`config.mk`:
```
export PLATFORM = sky130hd
export DESIGN_NAME = json_view_parser
export DESIGN_NICKNAME = d
export VERILOG_FILES = /design/src/rtl/json_view_parser.sv
export SDC_FILE = /design/constraint.sdc
export NUM_CORES = 1
export LEC_CHECK = 0
export BUFFER_PORTS_ARGS = -buffer_cell sky130_fd_sc_hd__buf_4
export CAP_MARGIN = 5
export CORE_AREA = 2 2 142 144
export CTS_CLUSTER_DIAMETER = 120
export CTS_CLUSTER_SIZE = 25
export DETAILED_ROUTE_END_ITERATION = 6
export DIE_AREA = 0 0 144 146
export SYNTH_ARGS = -nofsm -noshare
export SYNTH_HDL_FRONTEND = slang
export SYNTH_SLANG_ARGS = --single-unit
```
`constraint.sdc`:
```
create_clock -name clk -period 4.68 [get_ports clk]
set_clock_uncertainty 0.15 [all_clocks]
set_input_delay 0.936 -clock clk [delete_from_list [all_inputs] [get_ports clk]]
set_output_delay 0.936 -clock clk [all_outputs]
set_load 0.01 [all_outputs]
```
`src/rtl/json_view_parser.sv`:
```
// Receive-side JSON view unpacker: checks the {"1":"..",\n"2":"..",\n"3":".."} framing,
// counts raw binary payload by length and emits 64-bit words tagged with their view number.
module json_view_parser #(
  parameter int WORDS_PER_VIEW = 102400,
  parameter int NUM_VIEWS      = 3
) (
  input  logic        clk,
  input  logic        rst_n,
  input  logic        in_valid,
  input  logic [7:0]  in_data,
  output logic        in_ready,
  output logic        out_valid,
  input  logic        out_ready,
  output logic [63:0] out_data,
  output logic [1:0]  out_view,
  output logic        out_last,
  output logic        view_start,
  output logic        view_done,
  output logic        file_done,
  output logic        err,
  output logic [1:0]  err_code
);

  localparam int WCW = (WORDS_PER_VIEW > 1) ? $clog2(WORDS_PER_VIEW) : 1;
  localparam logic [WCW-1:0] LAST_W = WCW'(WORDS_PER_VIEW - 1);
  localparam logic [1:0]     LAST_V = 2'(NUM_VIEWS);

  typedef enum logic [3:0] {
    S_IDLE, S_VQ1, S_VNUM, S_VQ2, S_COL, S_DQ1, S_DATA,
    S_DQ2, S_COMMA, S_NL, S_CLOSE, S_ERR
  } state_t;

  state_t           r_state;
  logic [2:0]       r_idx;
  logic [WCW-1:0]   r_wcnt;
  logic [1:0]       r_exp;
  logic [55:0]      r_asm;

  logic       w_acc;
  logic       w_hdr;
  logic       w_match;
  logic [1:0] w_code;

  // Only the byte completing a word can stall, and only while the previous word is still held.
  assign in_ready = !(r_state == S_DATA && r_idx == 3'd7 && out_valid && !out_ready);
  assign w_acc    = in_valid && in_ready;
  assign w_hdr    = !(r_state == S_IDLE || r_state == S_DATA || r_state == S_ERR);

  always_comb begin
    w_match = 1'b1;
    w_code  = 2'b01;
    case (r_state)
      S_VQ1, S_VQ2, S_DQ1, S_DQ2: w_match = (in_data == 8'h22);
      S_VNUM: begin
        w_match = (in_data == (8'h30 + {6'd0, r_exp}));
        if (in_data >= 8'h30 && in_data <= 8'h39) w_code = 2'b10;
      end
      S_COL:   w_match = (in_data == 8'h3A);
      S_COMMA: w_match = (in_data == 8'h2C);
      S_NL:    w_match = (in_data == 8'h0A);
      S_CLOSE: w_match = (in_data == 8'h7D);
      default: w_match = 1'b1;
    endcase
  end

  always_ff @(posedge clk or negedge rst_n) begin
    if (!rst_n) begin
      r_state    <= S_IDLE;
      r_idx      <= '0;
      r_wcnt     <= '0;
      r_exp      <= '0;
      r_asm      <= '0;
      out_valid  <= 1'b0;
      out_data   <= '0;
      out_view   <= '0;
      out_last   <= 1'b0;
      view_start <= 1'b0;
      view_done  <= 1'b0;
      file_done  <= 1'b0;
      err        <= 1'b0;
      err_code   <= '0;
    end else begin
      view_start <= 1'b0;
      view_done  <= 1'b0;
      file_done  <= 1'b0;
      err        <= 1'b0;
      if (out_valid && out_ready) out_valid <= 1'b0;
      if (w_acc) begin
        if (w_hdr && !w_match) begin
          // A pending output word is deliberately left alone here.
          r_state  <= S_ERR;
          err      <= 1'b1;
          err_code <= w_code;
        end else begin
          case (r_state)
            S_IDLE, S_ERR: if (in_data == 8'h7B) begin
              r_state <= S_VQ1;
              r_exp   <= 2'd1;
            end
            S_VQ1:  r_state <= S_VNUM;
            S_VNUM: r_state <= S_VQ2;
            S_VQ2:  r_state <= S_COL;
            S_COL:  r_state <= S_DQ1;
            S_DQ1: begin
              r_state    <= S_DATA;
              view_start <= 1'b1;
              r_wcnt     <= '0;
              r_idx      <= '0;
            end
            S_DATA: begin
              // Payload is binary: counted by length, never inspected.
              r_asm <= {r_asm[47:0], in_data};
              r_idx <= r_idx + 3'd1;
              if (r_idx == 3'd7) begin
                out_valid <= 1'b1;
                out_data  <= {r_asm, in_data};
                out_view  <= r_exp;
                out_last  <= (r_wcnt == LAST_W);
                r_wcnt    <= r_wcnt + 1'b1;
                if (r_wcnt == LAST_W) r_state <= S_DQ2;
              end
            end
            S_DQ2: begin
              view_done <= 1'b1;
              r_state   <= (r_exp == LAST_V) ? S_CLOSE : S_COMMA;
            end
            S_COMMA: r_state <= S_NL;
            S_NL: begin
              r_state <= S_VQ1;
              r_exp   <= r_exp + 2'd1;
            end
            S_CLOSE: begin
              file_done <= 1'b1;
              r_state   <= S_IDLE;
            end
            default: r_state <= S_IDLE;
          endcase
        end
      end
    end
  end

endmodule

```
==> run_summary.xml, run 1 <==
<?xml version="1.0" encoding="UTF-8"?>
<metrics>
  <group name="final_layout">
    <metric name="final_util" unit="">0.427</metric>
    <metric name="number_of_diodes_added_for_antenna_fixing" unit="">0</metric>
    <metric name="ff_latch_area" unit="um^2">3900</metric>
    <metric name="layout_filler_cell_count" unit="">1978</metric>
    <metric name="leading_cell_types_in_the_layout_fill_and_taps_excluded" unit="">sky130_fd_sc_hd__nand2_1, sky130_fd_sc_hd__dfrtp_1, sky130_fd_sc_hd__buf_4, sky130_fd_sc_hd__a21oi_1, sky130_fd_sc_hd__nor2_1</metric>
    <metric name="multiInputGateArea" unit="um^2">2650</metric>
    <metric name="area_delta_synth_final" unit="%">22.2</metric>
    <metric name="final_common_cell" unit="">sky130_fd_sc_hd__nand2_1</metric>
    <metric name="fraction_of_final_layout_cells_with_drive_strength_greater_than_1" unit="">0.160</metric>
    <metric name="final_net_count" unit="">862</metric>
  </group>
  <group name="grt">
    <metric name="grt_max_degree" unit="">106</metric>
    <metric name="overflow" unit="">0</metric>
    <metric name="initial_antenna_violation_count" unit="">0</metric>
    <metric name="grt_pass1_vias" unit="">5088</metric>
    <metric name="grt_first_pass_wirelength" unit="um">26900</metric>
    <metric name="overall_global_routing_resource_usage" unit="">0.160</metric>
  </group>
  <group name="sta">
    <metric name="timing.final.setup_violations" unit="">0</metric>
    <metric name="timing_worst_slew_pin_value" unit="ps">992</metric>
    <metric name="finalWorstPathRequiredPeriod" unit="ps">3480</metric>
    <metric name="grt_setup_unrepaired" unit="">false</metric>
    <metric name="timing.final.max_slew_violations" unit="">0</metric>
    <metric name="min_period_over_period" unit="">0.743</metric>
    <metric name="worst_slew_margin_rel" unit="">0.338</metric>
    <metric name="timing.fmax" unit="GHz">0.287</metric>
    <metric name="finalHoldViolCount" unit="">0</metric>
    <metric name="setup_total_negative_slack" unit="ps">0</metric>
  </group>
  <group name="route">
    <metric name="met1Wirelength" unit="um">7800</metric>
    <metric name="initialDrtViolationCount" unit="">389</metric>
    <metric name="top_layer_used" unit="">met4</metric>
    <metric name="num_vias" unit="">5396</metric>
    <metric name="drt-vias-per-instance" unit="">4.80</metric>
    <metric name="post_detailed_routing_wire_length" unit="um">16200</metric>
    <metric name="drcViolationCount" unit="">0</metric>
    <metric name="wl_met2" unit="um">7420</metric>
    <metric name="first_pass_iters" unit="">4</metric>
    <metric name="wire_length_on_met3" unit="um">776</metric>
    <metric name="avgRoutedWirePerCell" unit="um">14.4</metric>
    <metric name="detail-route-antenna-nets" unit="">0</metric>
  </group>
  <group name="logic_synthesis">
    <metric name="synth.cell_area" unit="um^2">6760</metric>
    <metric name="ys_ff_latch" unit="">156</metric>
    <metric name="yosys_most_used_dff" unit="">sky130_fd_sc_hd__dfrtp_1</metric>
    <metric name="netlist_instances" unit="">773</metric>
    <metric name="synth_edf_count" unit="">0</metric>
    <metric name="synth_sequential_area_ratio" unit="">0.578</metric>
    <metric name="yosysUniqueCellTypes" unit="">60</metric>
    <metric name="synth.yosys.warnings" unit="">0</metric>
    <metric name="postSynthNetCount" unit="">789</metric>
    <metric name="synth_area_per_cell" unit="um^2">8.74</metric>
    <metric name="async_flop_share" unit="">1.00</metric>
  </group>
  <group name="clocking">
    <metric name="cts_hold_repair.buffers" unit="">0</metric>
    <metric name="clock_tree.htree_level_count" unit="">4</metric>
    <metric name="cts.repair.resized" unit="">0</metric>
    <metric name="clk_transition_reported_paths" unit="ps">60</metric>
    <metric name="cts_buffers" unit="">17</metric>
    <metric name="clock-root-buffer" unit="">sky130_fd_sc_hd__clkbuf_16</metric>
    <metric name="clock_sink_count" unit="">156</metric>
    <metric name="worstSkewPairLatency" unit="ps">420</metric>
    <metric name="ctsLongestPathBuffers" unit="">2</metric>
    <metric name="cts.repair_timing.setup_buffer_count" unit="">0</metric>
    <metric name="cts_tree" unit="">done</metric>
  </group>
  <group name="die">
    <metric name="die_area" unit="um^2">21000</metric>
    <metric name="die_h" unit="um">146</metric>
    <metric name="core.rowCount" unit="">51</metric>
    <metric name="starting_utilization_of_the_core_area" unit="">0.349</metric>
    <metric name="die_w" unit="um">144</metric>
    <metric name="pin_count" unit="">87</metric>
    <metric name="core" unit="um^2">19300</metric>
  </group>
  <group name="power_and_ir_drop">
    <metric name="power.ir.vdd_worst" unit="mV">0.226</metric>
    <metric name="p_per_area" unit="nW/um^2">395</metric>
    <metric name="power.static_leakage" unit="nW">4.34</metric>
  </group>
  <group name="placed_design">
    <metric name="hpwlAfterDp" unit="um">10500</metric>
    <metric name="place.port_buffers" unit="">86</metric>
    <metric name="routability_congestion_estimate" unit="">0.844</metric>
  </group>
  <group name="setup_path">
    <metric name="maximum_fanout_encountered_on_the_critical_timing_path" unit="">23</metric>
    <metric name="worst_setup_path_end_kind" unit="">flip-flop</metric>
    <metric name="critPathKind" unit="">reg2reg</metric>
    <metric name="worst_ep_arrival_time" unit="ps">3570</metric>
    <metric name="critPathLaunchType" unit="">flip-flop</metric>
    <metric name="crit_required" unit="ps">4780</metric>
  </group>
  <group name="job">
    <metric name="max_cap_viols" unit="">0</metric>
  </group>
  <group name="run_status">
    <metric name="run_status" unit="">finished clean</metric>
  </group>
  <group name="min_path">
    <metric name="hp-class" unit="">reg2reg</metric>
  </group>
</metrics>
[worst max-delay path: stages (launching register included)]
cell and delay [ps]:
sky130_fd_sc_hd__dfrtp_1 610, sky130_fd_sc_hd__nor4b_1 500, sky130_fd_sc_hd__nand2_1 130, sky130_fd_sc_hd__a311oi_2 410
sky130_fd_sc_hd__nand4_2 360, sky130_fd_sc_hd__a211oi_2 940, sky130_fd_sc_hd__a31oi_1 200
[report_power, final]
part	total (mW)	leakage, nW	internal (mW)	switching [mW]
sequential	1.48	2.15	1.39	0.0930
combinational	0.361	1.91	0.145	0.217
clock	1.42	0.282	0.855	0.562
total	3.26	4.34	2.39	0.872
[stage by stage]
stage	setup slack (ps)	power, mW	area [um^2]	instances	hold WS [ps]
finish	1200	3.26	8250	1123	319
global route	906	3.41	8250	1123	349
CTS	1230	3.28	8250	1123	322
detailed placement	1080	1.87	7650	1092	307
global placement	1160	1.86	7650	1092	304
floorplan	1950	1.76	6760	773	289
[worst paths after layout]
kind	from	end	slack, ps	cells past startpoint
setup / recovery	r_state[1]$_DFFE_PN0P_	r_wcnt[10]$_DFFE_PN0P_	1200	6
hold / removal	r_asm[55]$_DFFE_PN0P_	out_data[63]$_DFFE_PN0P_	320	2
setup reg to reg	r_state[1]$_DFFE_PN0P_	r_wcnt[10]$_DFFE_PN0P_	1200	6
hold reg to reg	r_asm[55]$_DFFE_PN0P_	out_data[63]$_DFFE_PN0P_	320	2
max in group asynchronous	rst_n	out_data[29]$_DFFE_PN0P_	2950	2
min in group asynchronous	rst_n	r_asm[53]$_DFFE_PN0P_	480	1
[flip-flops by register name (all words and copies together), names as in the netlist, 2 cells and up]
register and cells:
r_exp 2, r_asm 56, out_view 2, r_state 4, r_wcnt 17, r_idx 3
err_code 2, out_data 64
[synth_stat cells (4+ instances only)]
cell type	instances	share of area
sky130_fd_sc_hd__nor4_1	4	0.0037
sky130_fd_sc_hd__nand2_1	387	0.22
sky130_fd_sc_hd__a31oi_1	14	0.013
sky130_fd_sc_hd__nor2b_1	5	0.0046
sky130_fd_sc_hd__inv_1	11	0.0061
sky130_fd_sc_hd__a21oi_1	22	0.016
sky130_fd_sc_hd__buf_2	4	0.0030
sky130_fd_sc_hd__nand3_1	11	0.0081
sky130_fd_sc_hd__o21a_1	4	0.0044
sky130_fd_sc_hd__dfrtp_1	156	0.58
sky130_fd_sc_hd__clkbuf_1	29	0.016
sky130_fd_sc_hd__nor3_1	9	0.0067
sky130_fd_sc_hd__nand4_1	9	0.0083
sky130_fd_sc_hd__nor2_1	23	0.013
sky130_fd_sc_hd__o21ai_0	10	0.0074
sky130_fd_sc_hd__ha_1	4	0.0074
sky130_fd_sc_hd__nand2b_1	4	0.0037
[cell families (layout without fill, tap and decap cells)]
| logic type | after synthesis | count (layout) | share of synthesized area |
|---|---|---|---|
| xor+xnor | 2 | 2 | 0.00259 |
| simple gates | 475 | 475 | 0.292 |
| mux | 3 | 3 | 0.00463 |
| fa+ha+maj | 4 | 4 | 0.00741 |
| compound gates | 82 | 82 | 0.0830 |
| flops | 156 | 156 | 0.578 |
| buf+inv | 51 | 136 | 0.0324 |
[layer usage]
layer  track usage  up-vias
li1              -     2672
met1         0.232     2591
met2         0.239      119
met3        0.0388       14
met4        0.0475        0
met5             0        -
[area by class of cell]
cell class,count,share of cell area
Multi-Input combinational cell,566,0.321
Clock buffer,19,0.0537
Timing Repair Buffer,94,0.0875
Sequential cell,156,0.473
Tap cell,265,0.0402
Inverter,11,0.00500
Clock inverter,12,0.0194
No activity file was read; power rests on OpenSTA's default activity.
==> run 2: changes to the inputs <==
==> constraint.sdc (replaced) <==
create_clock -name clk -period 3.6 [get_ports clk]
set_clock_uncertainty 0.15 [all_clocks]
set_input_delay 0.72 -clock clk [delete_from_list [all_inputs] [get_ports clk]]
set_output_delay 0.72 -clock clk [all_outputs]
set_load 0.01 [all_outputs]
==> run_summary.xml, run 2 (synthesized netlist as in run 1, its figures left out) <==
<?xml version="1.0" encoding="UTF-8"?>
<metrics>
  <group name="power_and_ir_drop">
    <metric name="p_per_area" unit="nW/um^2">492</metric>
    <metric name="power.static_leakage" unit="nW">4.35</metric>
    <metric name="overall_power_of_the_completed_layout" unit="mW">4.07</metric>
    <metric name="power.ir.vdd_worst" unit="mV">0.296</metric>
  </group>
  <group name="clocking">
    <metric name="worstSkewPairLatency" unit="ps">430</metric>
    <metric name="cts.repair.resized" unit="">0</metric>
    <metric name="clock_tree.htree_level_count" unit="">4</metric>
    <metric name="cts_buffers" unit="">17</metric>
    <metric name="cts_hold_repair.buffers" unit="">0</metric>
    <metric name="clock-root-buffer" unit="">sky130_fd_sc_hd__clkbuf_16</metric>
    <metric name="clk_transition_reported_paths" unit="ps">70</metric>
    <metric name="ctsLongestPathBuffers" unit="">2</metric>
    <metric name="cts_tree" unit="">done</metric>
    <metric name="cts.repair_timing.setup_buffer_count" unit="">0</metric>
    <metric name="clock_sink_count" unit="">156</metric>
  </group>
  <group name="final_layout">
    <metric name="most_flop_heavy_register" unit="">out_data</metric>
    <metric name="final_cells" unit="">1130</metric>
    <metric name="largestRegisters" unit="">out_data (64), r_asm (56), r_wcnt (17)</metric>
    <metric name="final_net_count" unit="">869</metric>
    <metric name="leading_cell_types_in_the_layout_fill_and_taps_excluded" unit="">sky130_fd_sc_hd__nand2_1, sky130_fd_sc_hd__dfrtp_1, sky130_fd_sc_hd__buf_4, sky130_fd_sc_hd__a21oi_1, sky130_fd_sc_hd__nor2_1</metric>
    <metric name="layout_filler_cell_count" unit="">1948</metric>
    <metric name="layout.cell_area.non_filler" unit="um^2">8260</metric>
    <metric name="fraction_of_final_layout_cells_with_drive_strength_greater_than_1" unit="">0.166</metric>
    <metric name="number_of_diodes_added_for_antenna_fixing" unit="">0</metric>
    <metric name="final_util" unit="">0.427</metric>
    <metric name="number_of_flip_flops_under_the_largest_register_name" unit="">64</metric>
    <metric name="final_common_cell" unit="">sky130_fd_sc_hd__nand2_1</metric>
    <metric name="area_delta_synth_final" unit="%">22.3</metric>
  </group>
  <group name="route">
    <metric name="avgRoutedWirePerCell" unit="um">14.6</metric>
    <metric name="post_detailed_routing_wire_length" unit="um">16500</metric>
    <metric name="drt-vias-per-instance" unit="">4.84</metric>
    <metric name="detail-route-antenna-nets" unit="">0</metric>
    <metric name="drcViolationCount" unit="">0</metric>
    <metric name="first_pass_iters" unit="">6</metric>
    <metric name="num_vias" unit="">5473</metric>
    <metric name="initialDrtViolationCount" unit="">367</metric>
  </group>
  <group name="setup_path">
    <metric name="timing.critical_path.slowest_stage_cell" unit="">sky130_fd_sc_hd__dfrtp_1</metric>
    <metric name="worst_ep_arrival_time" unit="ps">2080</metric>
    <metric name="path_cells" unit="">and4bb_2, nand3_1, buf_4</metric>
    <metric name="critPathKind" unit="">reg2out</metric>
    <metric name="critical-path-max-stage-delay" unit="ps">750</metric>
    <metric name="worst_setup_path_end_kind" unit="">output pin</metric>
    <metric name="critPathBufInv" unit="">1</metric>
    <metric name="cpLargestDelayFamily" unit="">flip-flops</metric>
    <metric name="crit_required" unit="ps">2730</metric>
    <metric name="regToRegSetupSlack" unit="ps">670</metric>
    <metric name="maximum_fanout_encountered_on_the_critical_timing_path" unit="">23</metric>
    <metric name="critPathLaunchType" unit="">flip-flop</metric>
  </group>
  <group name="sta">
    <metric name="timing_worst_slew_pin_value" unit="ps">772</metric>
    <metric name="worst_slack" unit="ps">648</metric>
    <metric name="min_period_over_period" unit="">0.820</metric>
    <metric name="finalHoldViolCount" unit="">0</metric>
    <metric name="timing.final.setup_violations" unit="">0</metric>
    <metric name="setup_total_negative_slack" unit="ps">0</metric>
    <metric name="finalWorstPathRequiredPeriod" unit="ps">2950</metric>
    <metric name="timing.fmax" unit="GHz">0.339</metric>
    <metric name="timing.final.max_slew_violations" unit="">0</metric>
    <metric name="worst_slew_margin_rel" unit="">0.484</metric>
    <metric name="grt_setup_unrepaired" unit="">false</metric>
    <metric name="final.hold.worst_slack" unit="ps">176</metric>
  </group>
  <group name="die">
    <metric name="die_area" unit="um^2">21000</metric>
    <metric name="starting_utilization_of_the_core_area" unit="">0.349</metric>
    <metric name="pin_count" unit="">87</metric>
    <metric name="die_w" unit="um">144</metric>
    <metric name="core.rowCount" unit="">51</metric>
    <metric name="core" unit="um^2">19300</metric>
    <metric name="die_h" unit="um">146</metric>
  </group>
  <group name="placed_design">
    <metric name="place_inst" unit="">1099</metric>
    <metric name="place.port_buffers" unit="">86</metric>
    <metric name="dpl-instance-area" unit="um^2">7730</metric>
    <metric name="routability_congestion_estimate" unit="">0.854</metric>
    <metric name="hpwlAfterDp" unit="um">10800</metric>
    <metric name="detailedPlace.worstSlack" unit="ps">710</metric>
  </group>
  <group name="grt">
    <metric name="met3_usage" unit="">0.0411</metric>
    <metric name="busiest_layer" unit="">met2</metric>
    <metric name="grt_pass1_vias" unit="">5173</metric>
    <metric name="grt_util_met1" unit="">0.233</metric>
    <metric name="m2_gr_usage" unit="">0.242</metric>
    <metric name="grt_first_pass_wirelength" unit="um">27300</metric>
    <metric name="overflow" unit="">0</metric>
    <metric name="overall_global_routing_resource_usage" unit="">0.163</metric>
    <metric name="initial_antenna_violation_count" unit="">0</metric>
    <metric name="grt_max_degree" unit="">81</metric>
  </group>
  <group name="job">
    <metric name="max_cap_viols" unit="">0</metric>
  </group>
  <group name="run_status">
    <metric name="run_status" unit="">finished clean</metric>
  </group>
  <group name="min_path">
    <metric name="hp-class" unit="">in2async</metric>
  </group>
</metrics>
==> run 2: routing by layer <==
| metal | routed length [um] | up-vias | part of all wire |
|---|---|---|---|
| met5 | 0 | - | 0 |
| li1 | - | 2687 | - |
| met1 | 7980 | 2633 | 0.48 |
| met2 | 7380 | 131 | 0.45 |
| met3 | 885 | 22 | 0.054 |
| met4 | 272 | 0 | 0.016 |
==> run 2: power breakdown <==
part | switching (mW) | total (mW) | internal [mW]
Clock | 0.752 | 1.66 | 0.903
Sequential | 0.119 | 1.93 | 1.81
Combinational | 0.289 | 0.485 | 0.196
==> run 2: path summary, 6_finish.rpt <==
kind	startpoint	end	cells past startpoint
hold / removal	rst_n	out_data[46]$_DFFE_PN0P_	1
hold reg to reg	r_asm[54]$_DFFE_PN0P_	out_data[62]$_DFFE_PN0P_	2
min in group clk	r_asm[54]$_DFFE_PN0P_	out_data[62]$_DFFE_PN0P_	2
setup reg to reg	r_state[1]$_DFFE_PN0P_	r_wcnt[7]$_DFFE_PN0P_	7
setup / recovery	r_state[1]$_DFFE_PN0P_	in_ready	3
max in group asynchronous	rst_n	r_wcnt[12]$_DFFE_PN0P_	2
==> run 2: worst register-to-register path, delay by kind of cell (launching register included) <==
kind,cells,cell delay [ps]
DFF,1,620
and+or+nand+nor,3,980
AOI/OAI and AO/OA,3,820
buffers and inverters,1,240
==> run 2: area by class of cell <==
| cell class | count | area, um^2 | area share |
|---|---|---|---|
| Sequential cell | 156 | 3900 | 0.473 |
| Clock inverter | 12 | 92.6 | 0.0112 |
| Timing Repair Buffer | 101 | 800 | 0.0968 |
| Multi-Input combinational cell | 566 | 2650 | 0.321 |
| Tap cell | 265 | 332 | 0.0401 |
| Inverter | 11 | 41.3 | 0.00500 |
| Clock buffer | 19 | 443 | 0.0536 |
==> run 3: changes to the inputs <==
==> constraint.sdc (replaced) <==
create_clock -name clk -period 2.7 [get_ports clk]
set_clock_uncertainty 0.15 [all_clocks]
set_input_delay 0.54 -clock clk [delete_from_list [all_inputs] [get_ports clk]]
set_output_delay 0.54 -clock clk [all_outputs]
set_load 0.01 [all_outputs]
==> run_summary.xml, run 3 (synthesized netlist as in run 1, its figures left out) <==
<?xml version="1.0" encoding="UTF-8"?>
<metrics>
  <group name="run_status">
    <metric name="run_status" unit="">finished clean</metric>
  </group>
  <group name="final_layout">
    <metric name="final_common_cell" unit="">sky130_fd_sc_hd__nand2_1</metric>
    <metric name="number_of_diodes_added_for_antenna_fixing" unit="">0</metric>
    <metric name="most_flop_heavy_register" unit="">out_data</metric>
    <metric name="final_net_count" unit="">884</metric>
    <metric name="final_cells" unit="">1146</metric>
    <metric name="layout.cell_area.non_filler" unit="um^2">8510</metric>
    <metric name="leading_cell_types_in_the_layout_fill_and_taps_excluded" unit="">sky130_fd_sc_hd__nand2_1, sky130_fd_sc_hd__dfrtp_1, sky130_fd_sc_hd__buf_4, sky130_fd_sc_hd__a21oi_1, sky130_fd_sc_hd__nor2_1</metric>
    <metric name="fraction_of_final_layout_cells_with_drive_strength_greater_than_1" unit="">0.183</metric>
    <metric name="number_of_flip_flops_under_the_largest_register_name" unit="">64</metric>
    <metric name="area_delta_synth_final" unit="%">25.9</metric>
    <metric name="largestRegisters" unit="">out_data (64), r_asm (56), r_wcnt (17)</metric>
    <metric name="layout_filler_cell_count" unit="">1931</metric>
  </group>
  <group name="die">
    <metric name="die_area" unit="um^2">21000</metric>
    <metric name="pin_count" unit="">87</metric>
    <metric name="starting_utilization_of_the_core_area" unit="">0.349</metric>
    <metric name="die_h" unit="um">146</metric>
    <metric name="die_w" unit="um">144</metric>
    <metric name="core.rowCount" unit="">51</metric>
    <metric name="core" unit="um^2">19300</metric>
  </group>
  <group name="setup_path">
    <metric name="critical-path-max-stage-delay" unit="ps">490</metric>
    <metric name="crit_required" unit="ps">2010</metric>
    <metric name="rr_startpoint" unit="">r_state[3]$_DFFE_PN0P_</metric>
    <metric name="critPathLaunchType" unit="">flip-flop</metric>
    <metric name="critPathKind" unit="">reg2out</metric>
    <metric name="maximum_fanout_encountered_on_the_critical_timing_path" unit="">12</metric>
    <metric name="critPathMostFrequentCell" unit="">sky130_fd_sc_hd__buf_4</metric>
    <metric name="timing.critical_path.slowest_stage_cell" unit="">sky130_fd_sc_hd__dfrtp_2</metric>
    <metric name="crit_path_launch" unit="">r_state[0]$_DFFE_PN0P_</metric>
    <metric name="path_cells" unit="">buf_4, and4bb_2, nand3_1, buf_4</metric>
    <metric name="critPathBufInv" unit="">2</metric>
    <metric name="worst_ep_arrival_time" unit="ps">1850</metric>
    <metric name="worst_setup_path_end_kind" unit="">output pin</metric>
    <metric name="cpLargestDelayFamily" unit="">simple AND/OR/NAND/NOR gates</metric>
  </group>
  <group name="sta">
    <metric name="worst_slack" unit="ps">155</metric>
    <metric name="worst_slew_margin_rel" unit="">0.688</metric>
    <metric name="finalWorstPathRequiredPeriod" unit="ps">2540</metric>
    <metric name="grt_setup_unrepaired" unit="">false</metric>
    <metric name="setup_total_negative_slack" unit="ps">0</metric>
    <metric name="timing_worst_slew_pin_value" unit="ps">465</metric>
    <metric name="timing.final.setup_violations" unit="">0</metric>
    <metric name="timing.final.max_slew_violations" unit="">0</metric>
    <metric name="timing.fmax" unit="GHz">0.393</metric>
    <metric name="min_period_over_period" unit="">0.942</metric>
    <metric name="finalHoldViolCount" unit="">0</metric>
  </group>
  <group name="placed_design">
    <metric name="place_inst" unit="">1113</metric>
    <metric name="dpl-instance-area" unit="um^2">7910</metric>
    <metric name="place.port_buffers" unit="">86</metric>
    <metric name="hpwlAfterDp" unit="um">11100</metric>
    <metric name="routability_congestion_estimate" unit="">0.837</metric>
    <metric name="detailedPlace.worstSlack" unit="ps">71.6</metric>
  </group>
  <group name="grt">
    <metric name="overall_global_routing_resource_usage" unit="">0.165</metric>
    <metric name="grt_first_pass_wirelength" unit="um">27300</metric>
    <metric name="overflow" unit="">0</metric>
    <metric name="grt_pass1_vias" unit="">5154</metric>
    <metric name="grt_max_degree" unit="">56</metric>
    <metric name="initial_antenna_violation_count" unit="">0</metric>
  </group>
  <group name="route">
    <metric name="first_pass_iters" unit="">6</metric>
    <metric name="post_detailed_routing_wire_length" unit="um">16500</metric>
    <metric name="detail-route-antenna-nets" unit="">0</metric>
    <metric name="initialDrtViolationCount" unit="">342</metric>
    <metric name="num_vias" unit="">5507</metric>
    <metric name="avgRoutedWirePerCell" unit="um">14.4</metric>
    <metric name="drt-vias-per-instance" unit="">4.81</metric>
    <metric name="drcViolationCount" unit="">0</metric>
  </group>
  <group name="clocking">
    <metric name="clock_sink_count" unit="">156</metric>
    <metric name="clk_transition_reported_paths" unit="ps">70</metric>
    <metric name="clock-root-buffer" unit="">sky130_fd_sc_hd__clkbuf_16</metric>
    <metric name="ctsLongestPathBuffers" unit="">2</metric>
    <metric name="cts_tree" unit="">done</metric>
    <metric name="cts.repair_timing.setup_buffer_count" unit="">0</metric>
    <metric name="clock_tree.htree_level_count" unit="">4</metric>
    <metric name="cts_buffers" unit="">17</metric>
    <metric name="worstSkewPairLatency" unit="ps">430</metric>
  </group>
  <group name="power_and_ir_drop">
    <metric name="p_per_area" unit="nW/um^2">670</metric>
    <metric name="power.static_leakage" unit="nW">4.47</metric>
    <metric name="netSwitchingPower" unit="mW">1.63</metric>
    <metric name="p_comb_frac" unit="">0.143</metric>
    <metric name="cell_internal_pwr" unit="mW">4.07</metric>
    <metric name="power.ir.vdd_worst" unit="mV">0.446</metric>
    <metric name="pwr-share-seq" unit="">0.439</metric>
    <metric name="overall_power_of_the_completed_layout" unit="mW">5.70</metric>
    <metric name="pwr-share-clk" unit="">0.418</metric>
    <metric name="sw_frac_of_total" unit="">0.285</metric>
  </group>
  <group name="job">
    <metric name="max_cap_viols" unit="">0</metric>
  </group>
  <group name="min_path">
    <metric name="launch_point_of_the_worst_hold_path" unit="">in_data[0]</metric>
    <metric name="hp-class" unit="">in2reg</metric>
  </group>
</metrics>
## run 3: timing repair
item,in CTS,in global routing
hold buffers,1,0
endpoints found under the hold margin,37,0
resized for setup,0,1
endpoints found under the setup margin,0,1
## run 3: worst paths after layout
kind	end	cells past startpoint	slack [ps]
setup / recovery	in_ready	4	160
hold reg to reg	out_data[40]$_DFFE_PN0P_	2	320
max in group asynchronous	r_state[0]$_DFFE_PN0P_	3	1320
min in group asynchronous	out_data[57]$_DFFE_PN0P_	2	440
setup reg to reg	r_exp[0]$_DFFE_PN0P_	8	190
hold / removal	out_data[0]$_DFFE_PN0P_	3	200
## run 3: worst reg2reg max path, cell delays in order, from the launching register on
cell and delay [ps]:
sky130_fd_sc_hd__dfrtp_1 370, sky130_fd_sc_hd__buf_4 230, sky130_fd_sc_hd__and2b_1 250, sky130_fd_sc_hd__o21ai_0 130, sky130_fd_sc_hd__a311oi_2 340, sky130_fd_sc_hd__nand4_2 200, sky130_fd_sc_hd__buf_4 190, sky130_fd_sc_hd__a211o_1 310
sky130_fd_sc_hd__a22o_1 230
## run 3: through the flow
step	hold WS, ps	util
after floorplan	94.4	-
after global placement	309	0.409
after detailed placement	306	0.409
after CTS	186	0.440
after global routing	203	0.440
final	199	0.440
## run 3: cell type report
cell class / count / area [um^2] / area share
clock inverter: 14 / 149 / 0.0175
clock buffer: 18 / 439 / 0.0516
sequential: 156 / 3910 / 0.459
inverter: 11 / 41.3 / 0.00485
timing repair buffer: 116 / 990 / 0.116
tap: 265 / 332 / 0.0390
multi-input combinational: 566 / 2650 / 0.312
## run 3: power by group through the flow
stage	combinational [mW]	clock [mW]	sequential, mW
after CTS	0.811	2.44	2.50
after global routing	0.903	2.55	2.51
after global placement	0.808	0	2.54
after detailed placement	0.804	0	2.54
final	0.814	2.38	2.50
after floorplan	0.547	0	2.50
## run 3: per-layer routing
metal,global-route usage,share of wire,vias to the layer above
met2,0.246,0.45,144
met1,0.235,0.48,2614
li1,-,-,2731
met3,0.0428,0.053,18
met5,0,0,-
met4,0.0505,0.014,0
